===== src/rtl/uart_rx_frame.sv =====
// ----------------------------------------------------------------------------
// uart_rx_frame
//
// Receiver for the 11-bit UART frame produced by the companion transmitter:
//   start (0), D0..D7 LSB first, marker (1), parity (XOR of D0..D7).
// The recovered byte is presented on data_out with a one-cycle valid pulse.
// Frame and parity status are qualified by valid and hold until the next
// valid. Bytes are delivered even when an error flag is set.
//
// Parameters:
//   CLKS_PER_BIT  clk cycles per bit period (>= 4; >= 6 with majority voting)
//   HALF_BIT      offset from the start-bit edge to the start-bit sample point
//
// Ports:
//   clk         system clock, rising edge
//   rst         synchronous active-low reset
//   rx          serial line, idle high, asynchronous to clk
//   data_out    last received byte, holds until the next valid
//   valid       one-cycle pulse when a complete frame has been received
//   parity_err  sampled parity bit != XOR of D0..D7 (qualified by valid)
//   frame_err   sampled marker bit == 0 (qualified by valid)
//   busy        high while the receiver is outside IDLE
//
// Build option:
//   UART_RX_MAJORITY_EN  when defined, every bit decision is the 2-of-3
//                        majority of rx_s at target-1, target, target+1, and
//                        the decision is taken at target+1 (one extra cycle of
//                        total latency). When undefined, a single sample is
//                        taken at the target count.
// ----------------------------------------------------------------------------
module uart_rx_frame #(
   parameter int unsigned CLKS_PER_BIT = 21,
   parameter int unsigned HALF_BIT     = CLKS_PER_BIT / 2
) (
   input  logic       clk,
   input  logic       rst,
   input  logic       rx,
   output logic [7:0] data_out,
   output logic       valid,
   output logic       parity_err,
   output logic       frame_err,
   output logic       busy
);

   localparam int unsigned CntW = $clog2(CLKS_PER_BIT + 1);

`ifdef UART_RX_MAJORITY_EN
   // Decision one count after the nominal sample point; the counter reloads
   // to 1 so the bit period stays CLKS_PER_BIT cycles.
   localparam logic [CntW-1:0] StartDec  = CntW'(HALF_BIT + 1);
   localparam logic [CntW-1:0] BitDec    = CntW'(CLKS_PER_BIT);
   localparam logic [CntW-1:0] CntReload = CntW'(1);
`else
   localparam logic [CntW-1:0] StartDec  = CntW'(HALF_BIT);
   localparam logic [CntW-1:0] BitDec    = CntW'(CLKS_PER_BIT - 1);
   localparam logic [CntW-1:0] CntReload = CntW'(0);
`endif

   typedef enum logic [2:0] {
      StIdle,
      StStart,
      StData,
      StMark,
      StParity,
      StDone
   } state_e;

   state_e            state_q, state_d;
   logic              rx_meta_q, rx_s_q;
   logic [CntW-1:0]   cnt_q, cnt_d;
   logic [2:0]        bit_cnt_q, bit_cnt_d;
   logic [7:0]        shift_q, shift_d;
   logic              mark_q, mark_d;
   logic              armed_q, armed_d;
   logic [7:0]        data_out_q, data_out_d;
   logic              parity_err_q, parity_err_d;
   logic              frame_err_q, frame_err_d;

   logic              rx_s;
   logic              bit_val;
   logic              bit_tick;

   assign rx_s = rx_s_q;

`ifdef UART_RX_MAJORITY_EN
   // hist_q[0] is rx_s one cycle ago, hist_q[1] two cycles ago.
   logic [1:0] hist_q, hist_d;

   assign hist_d  = {hist_q[0], rx_s};
   assign bit_val = (hist_q[1] & hist_q[0]) | (hist_q[1] & rx_s) | (hist_q[0] & rx_s);

   always_ff @(posedge clk) begin
      if (!rst) begin
         hist_q <= 2'b11;
      end else begin
         hist_q <= hist_d;
      end
   end
`else
   assign bit_val = rx_s;
`endif

   // End of a full bit period in DATA / MARK / PARITY.
   assign bit_tick = (cnt_q == BitDec);

   // -------------------------------------------------------------------------
   // State register (also holds synchronizer and datapath flops)
   // -------------------------------------------------------------------------
   always_ff @(posedge clk) begin
      if (!rst) begin
         state_q      <= StIdle;
         rx_meta_q    <= 1'b1;
         rx_s_q       <= 1'b1;
         cnt_q        <= '0;
         bit_cnt_q    <= '0;
         shift_q      <= '0;
         mark_q       <= 1'b0;
         armed_q      <= 1'b0;
         data_out_q   <= '0;
         parity_err_q <= 1'b0;
         frame_err_q  <= 1'b0;
      end else begin
         state_q      <= state_d;
         rx_meta_q    <= rx;
         rx_s_q       <= rx_meta_q;
         cnt_q        <= cnt_d;
         bit_cnt_q    <= bit_cnt_d;
         shift_q      <= shift_d;
         mark_q       <= mark_d;
         armed_q      <= armed_d;
         data_out_q   <= data_out_d;
         parity_err_q <= parity_err_d;
         frame_err_q  <= frame_err_d;
      end
   end

   // -------------------------------------------------------------------------
   // Next-state logic
   // -------------------------------------------------------------------------
   always_comb begin
      state_d = state_q;
      unique case (state_q)
         StIdle: begin
            // armed_q guarantees the line was seen high before this edge.
            if (armed_q && !rx_s) begin
               state_d = StStart;
            end
         end
         StStart: begin
            if (cnt_q == StartDec) begin
               state_d = bit_val ? StIdle : StData;
            end
         end
         StData: begin
            if (bit_tick && (bit_cnt_q == 3'd7)) begin
               state_d = StMark;
            end
         end
         StMark: begin
            if (bit_tick) begin
               state_d = StParity;
            end
         end
         StParity: begin
            if (bit_tick) begin
               state_d = StDone;
            end
         end
         StDone: begin
            state_d = StIdle;
         end
         default: begin
            state_d = StIdle;
         end
      endcase
   end

   // -------------------------------------------------------------------------
   // Datapath next-state logic
   // -------------------------------------------------------------------------
   always_comb begin
      cnt_d        = cnt_q;
      bit_cnt_d    = bit_cnt_q;
      shift_d      = shift_q;
      mark_d       = mark_q;
      armed_d      = armed_q;
      data_out_d   = data_out_q;
      parity_err_d = parity_err_q;
      frame_err_d  = frame_err_q;

      unique case (state_q)
         StIdle: begin
            cnt_d = '0;
            if (rx_s) begin
               armed_d = 1'b1;
            end
         end
         StStart: begin
            if (cnt_q == StartDec) begin
               cnt_d     = CntReload;
               bit_cnt_d = '0;
            end else begin
               cnt_d = cnt_q + CntW'(1);
            end
         end
         StData: begin
            if (bit_tick) begin
               // LSB arrives first, so shifting in at the MSB leaves D0 in bit 0.
               shift_d   = {bit_val, shift_q[7:1]};
               bit_cnt_d = bit_cnt_q + 3'd1;
               cnt_d     = CntReload;
            end else begin
               cnt_d = cnt_q + CntW'(1);
            end
         end
         StMark: begin
            if (bit_tick) begin
               mark_d = bit_val;
               cnt_d  = CntReload;
            end else begin
               cnt_d = cnt_q + CntW'(1);
            end
         end
         StParity: begin
            if (bit_tick) begin
               // Result registers load as DONE is entered so that they are
               // already valid during the DONE cycle.
               data_out_d   = shift_q;
               parity_err_d = bit_val ^ (^shift_q);
               frame_err_d  = ~mark_q;
               cnt_d        = CntReload;
            end else begin
               cnt_d = cnt_q + CntW'(1);
            end
         end
         StDone: begin
            // Force the line to be seen high again before the next start.
            armed_d = 1'b0;
            cnt_d   = '0;
         end
         default: begin
            cnt_d = '0;
         end
      endcase
   end

   // -------------------------------------------------------------------------
   // Outputs
   // -------------------------------------------------------------------------
   always_comb begin
      valid      = (state_q == StDone);
      busy       = (state_q != StIdle);
      data_out   = data_out_q;
      parity_err = parity_err_q;
      frame_err  = frame_err_q;
   end

endmodule


===== config.mk =====
export PLATFORM = sky130hd
export DESIGN_NAME = uart_rx_frame
export DESIGN_NICKNAME = d
export VERILOG_FILES = /design/src/rtl/uart_rx_frame.sv
export SDC_FILE = /design/constraint.sdc
export NUM_CORES = 1
export LEC_CHECK = 0
export ABC_AREA = 0
export CORE_MARGIN = 3
export CORE_UTILIZATION = 39
export CTS_CLUSTER_SIZE = 20
export DETAILED_ROUTE_END_ITERATION = 6
export HOLD_SLACK_MARGIN = 0.15
export SYNTH_ARGS = -nofsm -noshare
export SYNTH_HDL_FRONTEND = slang
export SYNTH_SLANG_ARGS = --single-unit

===== constraint.sdc =====
create_clock -name clk -period 3.8 [get_ports clk]
set_input_delay 0.57 -clock clk [delete_from_list [all_inputs] [get_ports clk]]
set_output_delay 0.57 -clock clk [all_outputs]
set_load 0.02 [all_outputs]

==> results.tsv, run 1 <==
metric	value	unit
irDropWorstVdd	0.0001660	V
internal_power	503.1	uW
clkTransAtPathRegs	0.07	ns
grt_pass1_vias	974	
stdcell_count	225	
totalWireLength	2776	um
die_w	69.40	um
synth_edf_count	0	
synth_nets	173	
viasPerCell	4.969	
fin_area	1795	sq um
port-buffer-count	14	
max_freq	404.4	MHz
dieHeight	69.40	um
overflow	0	
cts_tree	yes	
end_kind	output pin	
async_reset_ff_frac	0	
firstDrtPassIters	4	
clockBufferDepth	2	
grt_max_degree	31	
vias	1118	
power_density	370.8	nW/um^2
pwr-share-comb	0.074	
cp-start-kind	flop	
synthToLayoutAreaGrowth	14.52	%
core_area	3771	sq um
postCtsHoldBufs	0	
p_sw_frac	0.2443	
ys_types	36	
hold_path.class	flop to flop	
cts_made_buffers	5	
clock_skew	0.006718	ns
synth_seq_area_share	0.4214	
drc	0	
fin_ws	1.327	ns
drtIter0Drc	106	
syn_inst	165	
most-common-layout-cells	dfxtp_1, nand2_1, nor2b_1, clkdlybuf4s50_1, nand3_1	
fin_util	0.4761	
numClockSinks	33	
rsz0062_at_grt	false	
mappedNetlistArea	1568	sq um
dp.cells	217	
syn_area_per_cell	9.502	sq um
finalPower	665.7	uW
detailedPlace.worstSlack	1.674	ns
gp_congestion	0.8545	
crit_arrival	1.90	ns
io_pins	15	
fillers	343	
hpwl	1833	um
final.setup.tns	0	ns
grt_pass1_wl	4705	um
cts_resized	0	
wl_per_cell	12.34	um
crit_fanout	13	
root_buffer	clkbuf_8	
leakage	0.7130	nW
mostFrequentLayoutCell	dfxtp_1	
worst_slew_pin_slew	0.8791	ns
finalSetupViolCount	0	
maxCapViolCount	0	
finalCriticalPeriod	2.473	ns
worst_ep_required_time	3.23	ns
finalHoldViolCount	0	
postCtsSetupBuffers	0	
final_net_count	184	
clk_latency	0.29	ns
drv_slew	0	
start_util	0.4157	
clockPowerShare	0.384	
status	finished, final reports clean	
switchingPower	162.6	uW
layout-drive-gt1-share	0.06215	
critPathKind	flop to output pin	
relSlewSlack	0.4121	
fin_crit_sh	0.6507	
std_cell_rows	22	
whs	0.4085	ns
dieArea	4816	sq um
gr-usage-all-layers	0.1230	
pwr-share-seq	0.542	
yosysWarnings	0	
ant_nets	0	
dpl-instance-area	1713	sq um
n_antenna_cell	0	
synth-seq-cells	33	
grt_antenna_before_repair	0	
synth-main-ff-cell	dfxtp_1	
htreeDepth	2	
## cells by family after synthesis
logic type	count (synthesis)	share of synthesized area
compound gates	24	0.1133
xor+xnor	10	0.06464
fa+ha+maj	5	0.03990
buf+inv	14	0.04469
flops	33	0.4214
mux	10	0.06385
simple gates	69	0.2522
## critical path: stages, from the launching register on
cell and delay, ns:
dfxtp_1 0.54, nor2b_1 0.28, nand2_1 0.11, inv_1 0.08, clkdlybuf4s50_1 0.59
## final timing paths
kind	start	endpoint	slack [ns]	cells after the start
max	state_q[0]$_SDFFE_PN0P_	valid	1.33	4
min	rx_meta_q$_SDFF_PN1_	bit_val$_SDFF_PN1_	0.41	1
max reg2reg	cnt_q[0]$_SDFF_PN0_	frame_err$_SDFFE_PN0P_	1.75	7
min reg2reg	rx_meta_q$_SDFF_PN1_	bit_val$_SDFF_PN1_	0.41	1
## power groups by stage
stage | clock [mW] | combinational (mW) | sequential [mW]
CTS | 0.261 | 0.0496 | 0.360
global route | 0.277 | 0.0557 | 0.361
finish | 0.256 | 0.0494 | 0.361
global placement | 0 | 0.0478 | 0.368
floorplan | 0 | 0.0418 | 0.362
detailed placement | 0 | 0.0494 | 0.368
## Yosys cell counts, types with 2 or more instances
master / count / share of area
a21boi_0: 9 / 0.043
a21boi_1: 3 / 0.014
a22oi_1: 4 / 0.019
and2_1: 4 / 0.016
buf_2: 5 / 0.016
clkbuf_1: 3 / 0.0072
dfxtp_1: 33 / 0.42
ha_1: 5 / 0.040
inv_1: 4 / 0.0096
mux2i_1: 10 / 0.064
nand2_1: 18 / 0.043
nand2b_1: 4 / 0.016
nand3_1: 13 / 0.041
nor2_1: 6 / 0.014
nor2b_1: 14 / 0.056
o21ai_0: 2 / 0.0064
o22ai_1: 2 / 0.0080
xnor2_1: 5 / 0.028
xor2_1: 4 / 0.022
## final cells by class
class                   instances  area, sq um  share of cell area
flip-flops and latches         33        660.6              0.3679
well taps                      48        60.06             0.03345
multi-input cells             118        837.1              0.4662
clock inverters                 2        10.01            0.005575
clock buffers                   6        72.57             0.04042
repair buffers                 14        140.1             0.07805
inverters                       4        15.01            0.008362
## sequential cells by signal, indices dropped and copies added, names as in the netlist
register / count
rx_meta_q: 1
bit_cnt_q: 3
mark_q: 1
cnt_q: 5
state_q: 3
armed_q: 1
parity_err: 1
bit_val: 1
shift_q: 8
frame_err: 1
data_out: 8
## per-layer routing
layer  up-vias  track usage  wire, um
li1        581            -         -
met1       499       0.1628      1415
met2        33       0.1727      1122
met3         5      0.04928       182
met4         0      0.05857        56
met5         -            0         0
Note: power is estimated with default switching activity, not from simulation.
==> inputs of run 2 (changes only) <==
==> constraint.sdc (replaced) <==
create_clock -name clk -period 2.07 [get_ports clk]
set_input_delay 0.3105 -clock clk [delete_from_list [all_inputs] [get_ports clk]]
set_output_delay 0.3105 -clock clk [all_outputs]
set_load 0.02 [all_outputs]
==> results.tsv, run 2 (synthesis results as in run 1) <==
metric	value	unit	change
worstReg2RegStart	cnt_q[0]$_SDFF_PN0_		unchanged
gr-usage-all-layers	0.1299		was 0.1230
start_util	0.4157		unchanged
met2_usage	0.1843		was 0.1727
grt_pass1_wl	4981	um	was 4705 um
wl_per_cell	12.11	um	was 12.34 um
finalPower	1.379	mW	was 665.7 uW
layout-drive-gt1-share	0.1044		was 0.06215
hpwl	2013	um	was 1833 um
whs	0.4093	ns	was 0.4085 ns
final_net_count	189		was 184
leakage	0.7536	nW	was 0.7130 nW
min_path_cells	1		unchanged
top_usage_layer	met2		unchanged
met3_usage	0.05362		was 0.04928
gr-usage-met1	0.1708		was 0.1628
root_buffer	clkbuf_8		unchanged
r2r_slack	0.37	ns	was 1.75 ns
status	finished, final reports clean		unchanged
min-delay-start	rx_meta_q$_SDFF_PN1_		unchanged
reg2reg_to	parity_err$_SDFFE_PN0P_		was frame_err$_SDFFE_PN0P_
grt_antenna_before_repair	0		unchanged
cts_made_buffers	5		unchanged
core_area	3771	sq um	unchanged
std_cell_rows	22		unchanged
n_antenna_cell	0		unchanged
fillers	361		was 343
htreeDepth	2		unchanged
crit_arrival	1.60	ns	was 1.90 ns
worst_ep_required_time	1.76	ns	was 3.23 ns
dieArea	4816	sq um	unchanged
final.setup.tns	0	ns	unchanged
clk_latency	0.28	ns	was 0.29 ns
finalSetupViolCount	0		unchanged
grt_pass1_vias	1066		was 974
ant_nets	0		unchanged
port-buffer-count	14		unchanged
totalWireLength	2786	um	was 2776 um
cp-start-kind	flop		unchanged
end_kind	output pin		unchanged
synthToLayoutAreaGrowth	19.39	%	was 14.52%
die_w	69.40	um	unchanged
maxCapViolCount	0		unchanged
worst_slew_pin_slew	0.3689	ns	was 0.8791 ns
max_freq	523.8	MHz	
finalCriticalPeriod	1.909	ns	
whs_endpoint	bit_val$_SDFF_PN1_		unchanged
crit_fanout	12		was 13
power_density	736.6	nW/um^2	was 370.8 nW/um^2
clock_skew	0.005992	ns	was 0.006718 ns
clockBufferDepth	2		unchanged
hold_path.class	flop to flop		unchanged
grt_max_degree	13		was 31
fin_util	0.4964		was 0.4761
postCtsSetupBuffers	0		unchanged
relSlewSlack	0.7533		was 0.4121
io_pins	15		unchanged
mostFrequentLayoutCell	dfxtp_1		unchanged
most-common-layout-cells	dfxtp_1, nand2_1, clkdlybuf4s50_1		was dfxtp_1, nand2_1, nor2b_1, clkdlybuf4s50_1, nand3_1
firstDrtPassIters	4		unchanged
vias	1135		was 1118
r2r_cells	7		unchanged
irDropWorstVdd	0.0003415	V	was 0.0001660 V
drc	0		unchanged
viasPerCell	4.935		was 4.969
drv_slew	0		unchanged
gp_congestion	0.7283		was 0.8545
drtIter0Drc	97		was 106
overflow	0		unchanged
cts_tree	yes		unchanged
critPathKind	flop to output pin		unchanged
numClockSinks	33		unchanged
fin_crit_sh	0.9223		
dieHeight	69.40	um	unchanged
finalHoldViolCount	0		unchanged
clkTransAtPathRegs	0.07	ns	about the same
rsz0062_at_grt	false		unchanged
==> run 2: worst max-delay path by stage <==
stage / from / end / slack, ns
finish: state_q[1]$_SDFFE_PN0P_ / valid / 0.16
global route: state_q[1]$_SDFFE_PN0P_ / valid / 0.06
detailed placement: state_q[1]$_SDFFE_PN0P_ / valid / 0.32
global placement: state_q[1]$_SDFFE_PN0P_ / valid / 0.32
floorplan: cnt_q[0]$_SDFF_PN0_ / bit_cnt_q[0]$_SDFFE_PN0P_ / 0.49
CTS: state_q[1]$_SDFFE_PN0P_ / valid / 0.06
==> run 2: area by class of cell <==
| class | count | area (sq um) | share of cell area |
|---|---|---|---|
| Inverter | 4 | 15.01 | 0.008021 |
| Clock inverter | 1 | 30.03 | 0.01604 |
| Clock buffer | 7 | 86.33 | 0.04612 |
| Tap cell | 48 | 60.06 | 0.03209 |
| Sequential cell | 33 | 663.1 | 0.3543 |
| Multi-Input combinational cell | 118 | 839.6 | 0.4485 |
| Timing Repair Buffer | 19 | 177.7 | 0.09492 |
==> run 2: per-stage QoR <==
stage / setup slack [ns] / cells / cell area [sq um]
floorplan: 0.4925 / 165 / 1568
global placement: 0.3201 / 222 / 1750
detailed placement: 0.3244 / 222 / 1750
CTS: 0.06243 / 230 / 1869
global route: 0.05942 / 230 / 1872
finish: 0.1608 / 230 / 1872
==> run 2: power breakdown <==
group | internal (mW) | switching [mW] | total [mW]
Combinational | 0.0533 | 0.0560 | 0.109
Sequential | 0.645 | 0.00709 | 0.652
Clock | 0.392 | 0.225 | 0.617
==> run 2: per-layer routing <==
metal / vias up / share of wire
met5: - / 0
li1: 587 / -
met3: 2 / 0.048
met4: 0 / 0.0068
met2: 22 / 0.45
met1: 524 / 0.50
==> run 2: critical path, cell delays in order (launching register included) <==
cell and delay, ns:
dfxtp_2 0.38, nor2b_2 0.19, nand2_1 0.09, inv_1 0.06, clkdlybuf4s50_1 0.59
==> run 2: what timing repair did <==
| action | 4_1_cts | 5_1_grt |
|---|---|---|
| hold buffers | 0 | 0 |
| resized for setup | 1 | 2 |
| endpoints found under the setup margin | 1 | 2 |
